## config.mk

```make
export PLATFORM = sky130hd
export DESIGN_NAME = ling_adder_arbiter
export DESIGN_NICKNAME = d
export VERILOG_FILES = /design/src/rtl/ling_adder_pkg.sv /design/src/rtl/ling_adder_arbiter_adder.sv /design/src/rtl/ling_adder_arbiter.sv
export SDC_FILE = /design/constraint.sdc
export NUM_CORES = 1
export LEC_CHECK = 0
export ABC_AREA = 1
export BUFFER_PORTS_ARGS = -buffer_cell sky130_fd_sc_hd__clkbuf_2
export CAP_MARGIN = 5
export CORE_MARGIN = 8
export CORE_UTILIZATION = 40
export CTS_CLUSTER_DIAMETER = 40
export CTS_CLUSTER_SIZE = 20
export DETAILED_ROUTE_END_ITERATION = 8
export HOLD_SLACK_MARGIN = 0.02
export PLACE_DENSITY_LB_ADDON = 0.2
export SYNTH_ARGS = -nofsm -noshare
export SYNTH_HDL_FRONTEND = slang
export SYNTH_SLANG_ARGS = --single-unit
```

## constraint.sdc

```tcl
create_clock -name clk -period 5.88 [get_ports clk]
set_input_delay 0.294 -clock clk [delete_from_list [all_inputs] [get_ports clk]]
set_output_delay 0.294 -clock clk [all_outputs]
set_load 0.03 [all_outputs]
```

## src/rtl/ling_adder_pkg.sv

```systemverilog
// Shared constants and FSM state type for the time-shared Ling adder arbiter.
package ling_adder_pkg;

  localparam int WIDTH    = 18;
  localparam int NREQ_DEF = 4;
  localparam int ID_W_DEF = $clog2(NREQ_DEF);

  typedef enum logic [1:0] {
    IDLE,
    EXEC,
    RESP
  } state_t;

endpackage

```

## src/rtl/ling_adder_arbiter_adder.sv

```systemverilog
// Combinational WIDTH-bit Ling adder: Ling pseudo-carries H_i = g_i | t_{i-1} & H_{i-1}
// are formed by a Ladner-Fischer (Sklansky) prefix tree, then c_{i+1} = t_i & H_i.
import ling_adder_pkg::*;

module ling_adder_arbiter_adder (
  input  logic [WIDTH-1:0] a,
  input  logic [WIDTH-1:0] b,
  input  logic             cin,
  output logic [WIDTH-1:0] sum,
  output logic             cout
);

  // Element 0 carries cin as a generate term so no separate carry-in fix-up is needed.
  localparam int N      = WIDTH + 1;
  localparam int LEVELS = $clog2(N);

  logic [WIDTH-1:0] g;
  logic [WIDTH-1:0] t;
  logic [WIDTH-1:0] p;
  logic [N-1:0]     base_g;
  logic [N-1:0]     base_t;
  logic [N-1:0]     h;
  logic [WIDTH:0]   c;

  genvar gi, gl;

  generate
    for (gi = 0; gi < WIDTH; gi++) begin : g_bit
      assign g[gi] = a[gi] & b[gi];
      assign t[gi] = a[gi] | b[gi];
      assign p[gi] = a[gi] ^ b[gi];
    end

    assign base_g[0] = cin;
    assign base_t[0] = 1'b0;
    for (gi = 1; gi < N; gi++) begin : g_base
      assign base_g[gi] = g[gi-1];
      if (gi == 1) begin : g_t_first
        assign base_t[gi] = 1'b1;
      end else begin : g_t_rest
        assign base_t[gi] = t[gi-2];
      end
    end

    for (gl = 0; gl < LEVELS; gl++) begin : g_lvl
      logic [N-1:0] hg_in;
      logic [N-1:0] ht_in;
      logic [N-1:0] hg_out;
      logic [N-1:0] ht_out;

      if (gl == 0) begin : g_first
        assign hg_in = base_g;
        assign ht_in = base_t;
      end else begin : g_next
        assign hg_in = g_lvl[gl-1].hg_out;
        assign ht_in = g_lvl[gl-1].ht_out;
      end

      for (gi = 0; gi < N; gi++) begin : g_node
        if (((gi >> gl) & 1) != 0) begin : g_op
          localparam int J = ((gi >> gl) << gl) - 1;
          assign hg_out[gi] = hg_in[gi] | (ht_in[gi] & hg_in[J]);
          assign ht_out[gi] = ht_in[gi] & ht_in[J];
        end else begin : g_pass
          assign hg_out[gi] = hg_in[gi];
          assign ht_out[gi] = ht_in[gi];
        end
      end
    end

    assign h    = g_lvl[LEVELS-1].hg_out;
    assign c[0] = cin;
    for (gi = 0; gi < WIDTH; gi++) begin : g_sum
      assign c[gi+1] = t[gi] & h[gi+1];
      assign sum[gi] = p[gi] ^ c[gi];
    end
  endgenerate

  assign cout = c[WIDTH];

endmodule

```

## src/rtl/ling_adder_arbiter.sv

```systemverilog
// Round-robin arbiter sharing one Ling adder between NREQ requesters, with a
// per-requester saved carry so multi-word adds can be chained.
import ling_adder_pkg::*;

module ling_adder_arbiter #(
  parameter  int NREQ = NREQ_DEF,
  localparam int ID_W = $clog2(NREQ)
) (
  input  logic                  clk,
  input  logic                  rst_n,
  input  logic [NREQ-1:0]       req_valid,
  output logic [NREQ-1:0]       req_ready,
  input  logic [NREQ*WIDTH-1:0] req_a,
  input  logic [NREQ*WIDTH-1:0] req_b,
  input  logic [NREQ-1:0]       req_cin,
  input  logic [NREQ-1:0]       req_chain,
  output logic                  rsp_valid,
  input  logic                  rsp_ready,
  output logic [ID_W-1:0]       rsp_id,
  output logic [WIDTH-1:0]      rsp_sum,
  output logic                  rsp_cout
);

  state_t           state;
  logic [ID_W-1:0]  rr_ptr;
  logic [NREQ-1:0]  carry_q;
  logic [WIDTH-1:0] a_q;
  logic [WIDTH-1:0] b_q;
  logic             cin_q;
  logic [ID_W-1:0]  id_q;

  logic [WIDTH-1:0] a_arr [NREQ];
  logic [WIDTH-1:0] b_arr [NREQ];
  logic [ID_W-1:0]  grant_idx;
  logic [ID_W-1:0]  next_ptr;
  logic [WIDTH-1:0] sum;
  logic             cout;

  genvar gi;
  generate
    for (gi = 0; gi < NREQ; gi++) begin : g_unpack
      assign a_arr[gi] = req_a[gi*WIDTH +: WIDTH];
      assign b_arr[gi] = req_b[gi*WIDTH +: WIDTH];
    end
  endgenerate

  // First valid index at or after ptr, wrapping; result is don't-care if none valid.
  function automatic logic [ID_W-1:0] rr_pick(input logic [NREQ-1:0] v,
                                               input logic [ID_W-1:0] ptr);
    logic [ID_W-1:0] pick;
    logic            hit;
    int              idx;
    pick = '0;
    hit  = 1'b0;
    for (int k = 0; k < NREQ; k++) begin
      idx = (int'(ptr) + k) % NREQ;
      if (!hit && v[ID_W'(idx)]) begin
        pick = ID_W'(idx);
        hit  = 1'b1;
      end
    end
    return pick;
  endfunction

  always_comb begin
    grant_idx = rr_pick(req_valid, rr_ptr);
    next_ptr  = ID_W'((int'(grant_idx) + 1) % NREQ);
    req_ready = '0;
    if (state == IDLE && |req_valid) begin
      req_ready[grant_idx] = 1'b1;
    end
  end

  ling_adder_arbiter_adder u_adder (
    .a    (a_q),
    .b    (b_q),
    .cin  (cin_q),
    .sum  (sum),
    .cout (cout)
  );

  always_ff @(posedge clk or negedge rst_n) begin
    if (!rst_n) begin
      state     <= IDLE;
      rr_ptr    <= '0;
      carry_q   <= '0;
      a_q       <= '0;
      b_q       <= '0;
      cin_q     <= 1'b0;
      id_q      <= '0;
      rsp_valid <= 1'b0;
      rsp_id    <= '0;
      rsp_sum   <= '0;
      rsp_cout  <= 1'b0;
    end else begin
      case (state)
        IDLE: begin
          if (|req_valid) begin
            a_q    <= a_arr[grant_idx];
            b_q    <= b_arr[grant_idx];
            cin_q  <= req_chain[grant_idx] ? carry_q[grant_idx] : req_cin[grant_idx];
            id_q   <= grant_idx;
            rr_ptr <= next_ptr;
            state  <= EXEC;
          end
        end
        EXEC: begin
          rsp_sum       <= sum;
          rsp_cout      <= cout;
          rsp_id        <= id_q;
          carry_q[id_q] <= cout;
          rsp_valid     <= 1'b1;
          state         <= RESP;
        end
        RESP: begin
          if (rsp_ready) begin
            rsp_valid <= 1'b0;
            state     <= IDLE;
          end
        end
        default: state <= IDLE;
      endcase
    end
  end

endmodule
```

**Word level (Yosys, flattened, before mapping)**

Index checks and enable logic that the tools add are counted.

- Register bits: 69
- Bits in latches: 0
- Memory bits (writable): 0
- ROM bits: 0
- Input port bits: 159
- Output and inout port bits: 26
- Memories: 0

- $add $sub $neg: 4
- $mul: 0
- Divide/modulo/power cells: 0
- Magnitude comparators: 9
- Equal/unequal tests: 4
- Shifts and indexed selects: 0
- Muxes and demuxes: 43
- Bitwise operators: 179
- Reduce and logical (&&, ||, !) cells: 15

Operator list:

| kind | count |
|---|---|
| 1-bit bitwise AND | 87 |
| 18-bit binary-select mux with 2-bit select | 2 |
| 18-bit two-way mux | 4 |
| 1-bit bitwise OR | 55 |
| 1-bit XOR | 36 |
| 1-bit two-way mux | 18 |
| 2-bit by 4-bit less-than comparator with 1-bit output (second input constant) | 4 |
| 1-bit binary-select mux with 2-bit select | 7 |
| 2-bit two-way mux | 6 |
| 1-bit logical AND | 6 |
| 2-bit by 3-bit less-than comparator with 1-bit output (second input constant) | 2 |
| 2-bit case mux with 3 select lines | 1 |
| 2-bit AND reduction | 3 |
| 2-bit by 1-bit adder with 2-bit output (second input constant) | 2 |
| 2-bit adder (second input constant) | 2 |
| 4-bit bitwise mux | 1 |
| 1-bit demux with 2-bit select | 2 |
| 2-bit by 1-bit >= comparator with 1-bit output (second input constant) | 2 |
| 4-bit two-way mux | 1 |
| 4-bit OR reduction | 1 |
| 3-bit >= comparator (second input constant) | 1 |
| 1-bit logical NOT | 3 |
| 2-bit inverter with 3-bit output | 1 |
| 2-bit by 1-bit == test with 1-bit output (second input constant) | 1 |
| 6 further kinds | 6 |

**Logic depth before layout (Yosys ltp)**

- Depth in word-level cells: 18
- Mapped depth: 18
- Depth with buffers taken out: 15

**Cells and area by module**

Synthesis repeated with hierarchy kept, for this count alone.

- Cell total of the unflattened synthesis: 984
- Area, all modules: 6185.9 um^2

By module, submodules not included:

| module | instances | cells each | area each (um^2) |
|---|---|---|---|
| ling_adder_arbiter | 1 | 793 | 4938.5 |
| ling_adder_arbiter_adder | 1 | 191 | 1247.4 |

**Least setup slack after synthesis**

Ideal clock, no wire load.

- Path type: flip-flop to output port
- From: register rr_ptr[0]
- To: output req_ready[0]
- Arrival: 2060 ps
- Required time: 5586 ps
- Path slack: 3526 ps
- Cell stages (with the launch flop): 15
- Path buffers: 2
- Path through: dfrtp_1 buf_6 inv_6 nand2_1 nand3_1 nand2_4 nor2_8 nand2_2 nand2_4 nand2_4 inv_2 buf_2 ha_1 inv_1 nor2_1

- Cells in the longest elaborated chain, start to end: 18
- Elaborated cells on any way between the ends: 34

Ends and longest elaborated chain:

| element | line | source |
|---|---|---|
| start, declared | ling_adder_arbiter.sv:25 | `logic [ID_W-1:0] rr_ptr;` |
| start signal, assigned | ling_adder_arbiter.sv:103 | `rr_ptr <= next_ptr;` |
| parallel branches: the longest is 12 deep, another holds 2-bit by 1-bit adder with 2-bit output | n/a |  |
| 2-bit two-way mux (*) | ling_adder_arbiter.sv:57 | `if (!hit && v[ID_W'(idx)]) begin` |
| 2-bit by 3-bit less-than comparator with 1-bit output (implied by the code) / 2-bit by 1-bit >= comparator with 1-bit output (equally long branches) | ling_adder_arbiter.sv:70 | `req_ready[grant_idx] = 1'b1;` |
| 1-bit logical AND (implied by the code) | ling_adder_arbiter.sv:70 |  |
| 1-bit two-way mux (implied by the code) | ling_adder_arbiter.sv:70 |  |
| 1-bit demux with 2-bit select (*) | ling_adder_arbiter.sv:70 |  |
| 4-bit two-way mux (*) | ling_adder_arbiter.sv:69 | `if (state == IDLE && \|req_valid) begin` |
| end, declared | ling_adder_arbiter.sv:12 | `output logic [NREQ-1:0] req_ready,` |

Mark *: on every way between the ends. The select of a mux whose other input is x is not followed.

**Final worst setup path**

- From: register rr_ptr[0]
- To: output req_ready[3]

Same word-level chain as after synthesis.

==> results.py <==
metrics = {
    "outcome": {
        "status": "finished, final reports clean",
    },
    "pwr": {
        "power.leakage_uw": 0.00398,
        "power_density_nw_per_um2": 644,
        "power_frac_seq": 0.216,
        "p_total_uw": 4300,
        "p_int_uw": 1980,
        "p_sw_uw": 2320,
        "combPwrFrac": 0.657,
        "switching_share": 0.540,
        "ir_worst_vdd_mv": 0.411,
        "pwr-share-clk": 0.126,
    },
    "synthesis": {
        "synth_compound_area_frac": 0.0363,
        "ys_seq_area_frac": 0.319,
        "synth_area_leaders": "dfrtp_1, nand2_1, ha_1, nand3_1, inv_1",
        "synth_common_cells": "nand2_1, inv_1, dfrtp_1",
        "synth_area_um2": 5410,
        "synth_xor_area_frac": 0.00810,
        "synth_top_area_frac": 0.319,
        "synth-async-reset-ratio": 1.00,
        "yosys.area_share.simple": 0.412,
        "post_synth_mux_area_share": 0.00810,
        "synthFlopType": "dfrtp_1",
        "synth_enable_flop_cells": 0,
        "synthAdderAreaFrac": 0.120,
        "mappedNetlistNets": 1023,
        "avgSynthCellArea_um2": 6.64,
        "synth_top_family_by_area": "simple AND/OR/NAND/NOR gates",
        "ys_warn_count": 0,
        "yosysTopAreaCell": "dfrtp_1",
        "synth_cell_type_count": 40,
        "yosys_register_bits": 69,
        "syn-instance-count": 815,
        "synth.most_common_cell": "nand2_1",
    },
    "setup_path": {
        "cpMaxStageDelayCell": "nand2_4",
        "cp.arrival_ns": 2.84,
        "startpoint_type": "register",
        "path_class": "register to output pin",
        "crit_path_cell_trace": "inv_6, nand2_1, nand3_1, nand2_4, inv_2, nand2_1, nand2_1, nand2_2, nand2_4, nand2_4, ha_1, inv_1, nor2_1, clkbuf_2",
        "required_ns": 5.59,
        "end_kind": "output pin",
        "max_stage_delay_ns": 0.55,
        "crit_fanout": 78,
    },
    "clock_tree": {
        "cts_tree": "yes",
        "cts-resized-gates": 0,
        "cts_buffer_depth": 2,
        "cts_buffers": 9,
        "cts.clk_slew.worst_paths_ns": 0.06,
        "h-tree-depth": 3,
        "clock_latency_ns": 0.33,
        "cts_hold_buf": 0,
        "cts_setup_buffers": 0,
        "clock-sinks": 69,
        "cts_root_buf": "clkbuf_16",
    },
    "detailed_routing": {
        "ant_nets": 0,
        "wire_per_inst_um": 13.1,
        "dr.pass1.iters": 4,
        "drtIter0Drc": 280,
        "routed_wl_mm": 15.3,
        "vias_per_cell": 4.58,
        "vias": 5328,
        "drc": 0,
    },
    "global_route": {
        "track_usage": 0.180,
        "grt_max_degree": 79,
        "grt_pass1_vias": 5511,
        "antenna_found_initial": 0,
        "overflow": 0,
        "grt_pass1_wl_mm": 26.3,
    },
    "die": {
        "die_y_um": 132,
        "die_w_um": 132,
        "initial_core_util": 0.408,
        "rows": 42,
        "dieArea_um2": 17500,
        "core_um2": 13200,
        "pin_count": 185,
    },
    "finish": {
        "area_delta_synth_final_pct": 23.4,
        "diodes": 0,
        "final_nets": 1190,
        "drive_gt1_frac": 0.231,
        "finalInstanceArea_um2": 6670,
        "fin_cells": 1163,
        "fillers": 1461,
    },
    "sta": {
        "relSlewSlack": 0.401,
        "min_period_ns": 3.14,
        "slew_violations": 0,
        "rsz0062_at_grt": "no",
        "finalCritPeriodShare": 0.533,
        "setup_tns_ns": 0,
        "finClkSkew_ns": 0.00672,
        "setup_viol": 0,
        "worst_slew_pin_slew_ns": 0.898,
        "fmax_ghz": 0.319,
        "finalHoldViolations": 0,
    },
    "hold_path": {
        "hold_path.class": "input pin to async pin",
    },
    "place": {
        "io_buffers": 184,
        "gp_congestion": 0.841,
        "dpl.cell_count": 1147,
        "dp_hpwl_mm": 12.1,
        "place_area_um2": 6370,
    },
    "job": {
        "cap_violations": 0,
    },
}
## state kept, by name, indices dropped and copies added, names as in the netlist
register / count
a_q: 18
rsp_valid: 1
b_q: 18
rsp_id: 2
rsp_cout: 1
rsp_sum: 18
rr_ptr: 2
carry_q: 4
cin_q: 1
id_q: 2
state: 2
## power groups by stage
stage / clock [µW] / sequential, µW / combinational, µW
6_report: 544 / 930 / 2830
5_1_grt: 581 / 974 / 3320
4_1_cts: 558 / 934 / 2870
3_5_place_dp: 0 / 942 / 2850
3_3_place_gp: 0 / 935 / 2850
2_1_floorplan: 0 / 1010 / 2230
## final cells by class
class | count | area [µm²] | area share
inverter | 83 | 317 | 0.0474
clock inverter | 7 | 75.1 | 0.0113
tap | 176 | 220 | 0.0330
sequential | 69 | 1730 | 0.259
multi-input combinational | 632 | 3160 | 0.474
timing repair buffer | 187 | 946 | 0.142
clock buffer | 9 | 225 | 0.0338
## cell usage in the layout (no fill, tap or decap), drive strengths merged, types with 5 or more instances in the layout
cell | netlist | final
a21oi | 6 | 6
o21ai | 19 | 19
fa | 5 | 5
inv | 82 | 83
nor2 | 32 | 32
dfrtp | 69 | 69
clkbuf | 8 | 192
nand2 | 423 | 423
ha | 44 | 44
nand3 | 70 | 70
## routing by layer
layer	wire [µm]	GRT usage
met5	0	0
met3	895	0.0434
met2	6710	0.280
met4	250	0.0562
met1	7430	0.241
## worst paths after layout
kind / depth (start not counted) / endpoint / slack [ns] / start
min in group clk: 2 / state[1] / 0.17 / rsp_ready
setup / recovery: 14 / req_ready[3] / 2.74 / rr_ptr[0]
hold / removal: 1 / rr_ptr[0] / 0.06 / rst_n
max in group asynchronous: 1 / b_q[0] / 5.19 / rst_n
setup reg to reg: 16 / a_q[2] / 2.93 / rr_ptr[0]
hold reg to reg: 2 / rsp_id[1] / 0.47 / rsp_id[1]
## critical path: cells and delay by family, from the launching register on
| kind | cells | cell delay, ns |
|---|---|---|
| AND/OR/NAND/NOR | 9 | 1.29 |
| flip-flops | 1 | 0.54 |
| buffers and inverters | 4 | 0.40 |
| adder cells (fa/ha/maj) | 1 | 0.26 |
## metrics by stage
| step | worst slack [ns] | util | hold WS [ns] |
|---|---|---|---|
| after CTS | 2.70 | 0.504 | 0.119 |
| after global placement | 2.99 | 0.481 | 0.457 |
| after global routing | 2.44 | 0.504 | 0.161 |
| after detailed placement | 2.92 | 0.481 | 0.464 |
| final | 2.74 | 0.504 | 0.0564 |
| after floorplan | 3.53 | - | -0.00159 |
## kinds of logic (layout without fill, tap and decap cells)
| family | Yosys count | count (layout) |
|---|---|---|
| fa+ha+maj | 49 | 49 |
| flops | 69 | 69 |
| buf+inv | 114 | 286 |
| xor+xnor | 5 | 5 |
| compound gates | 35 | 35 |
| simple gates | 539 | 539 |
| mux | 4 | 4 |
Note: power is estimated with default switching activity, not from simulation.
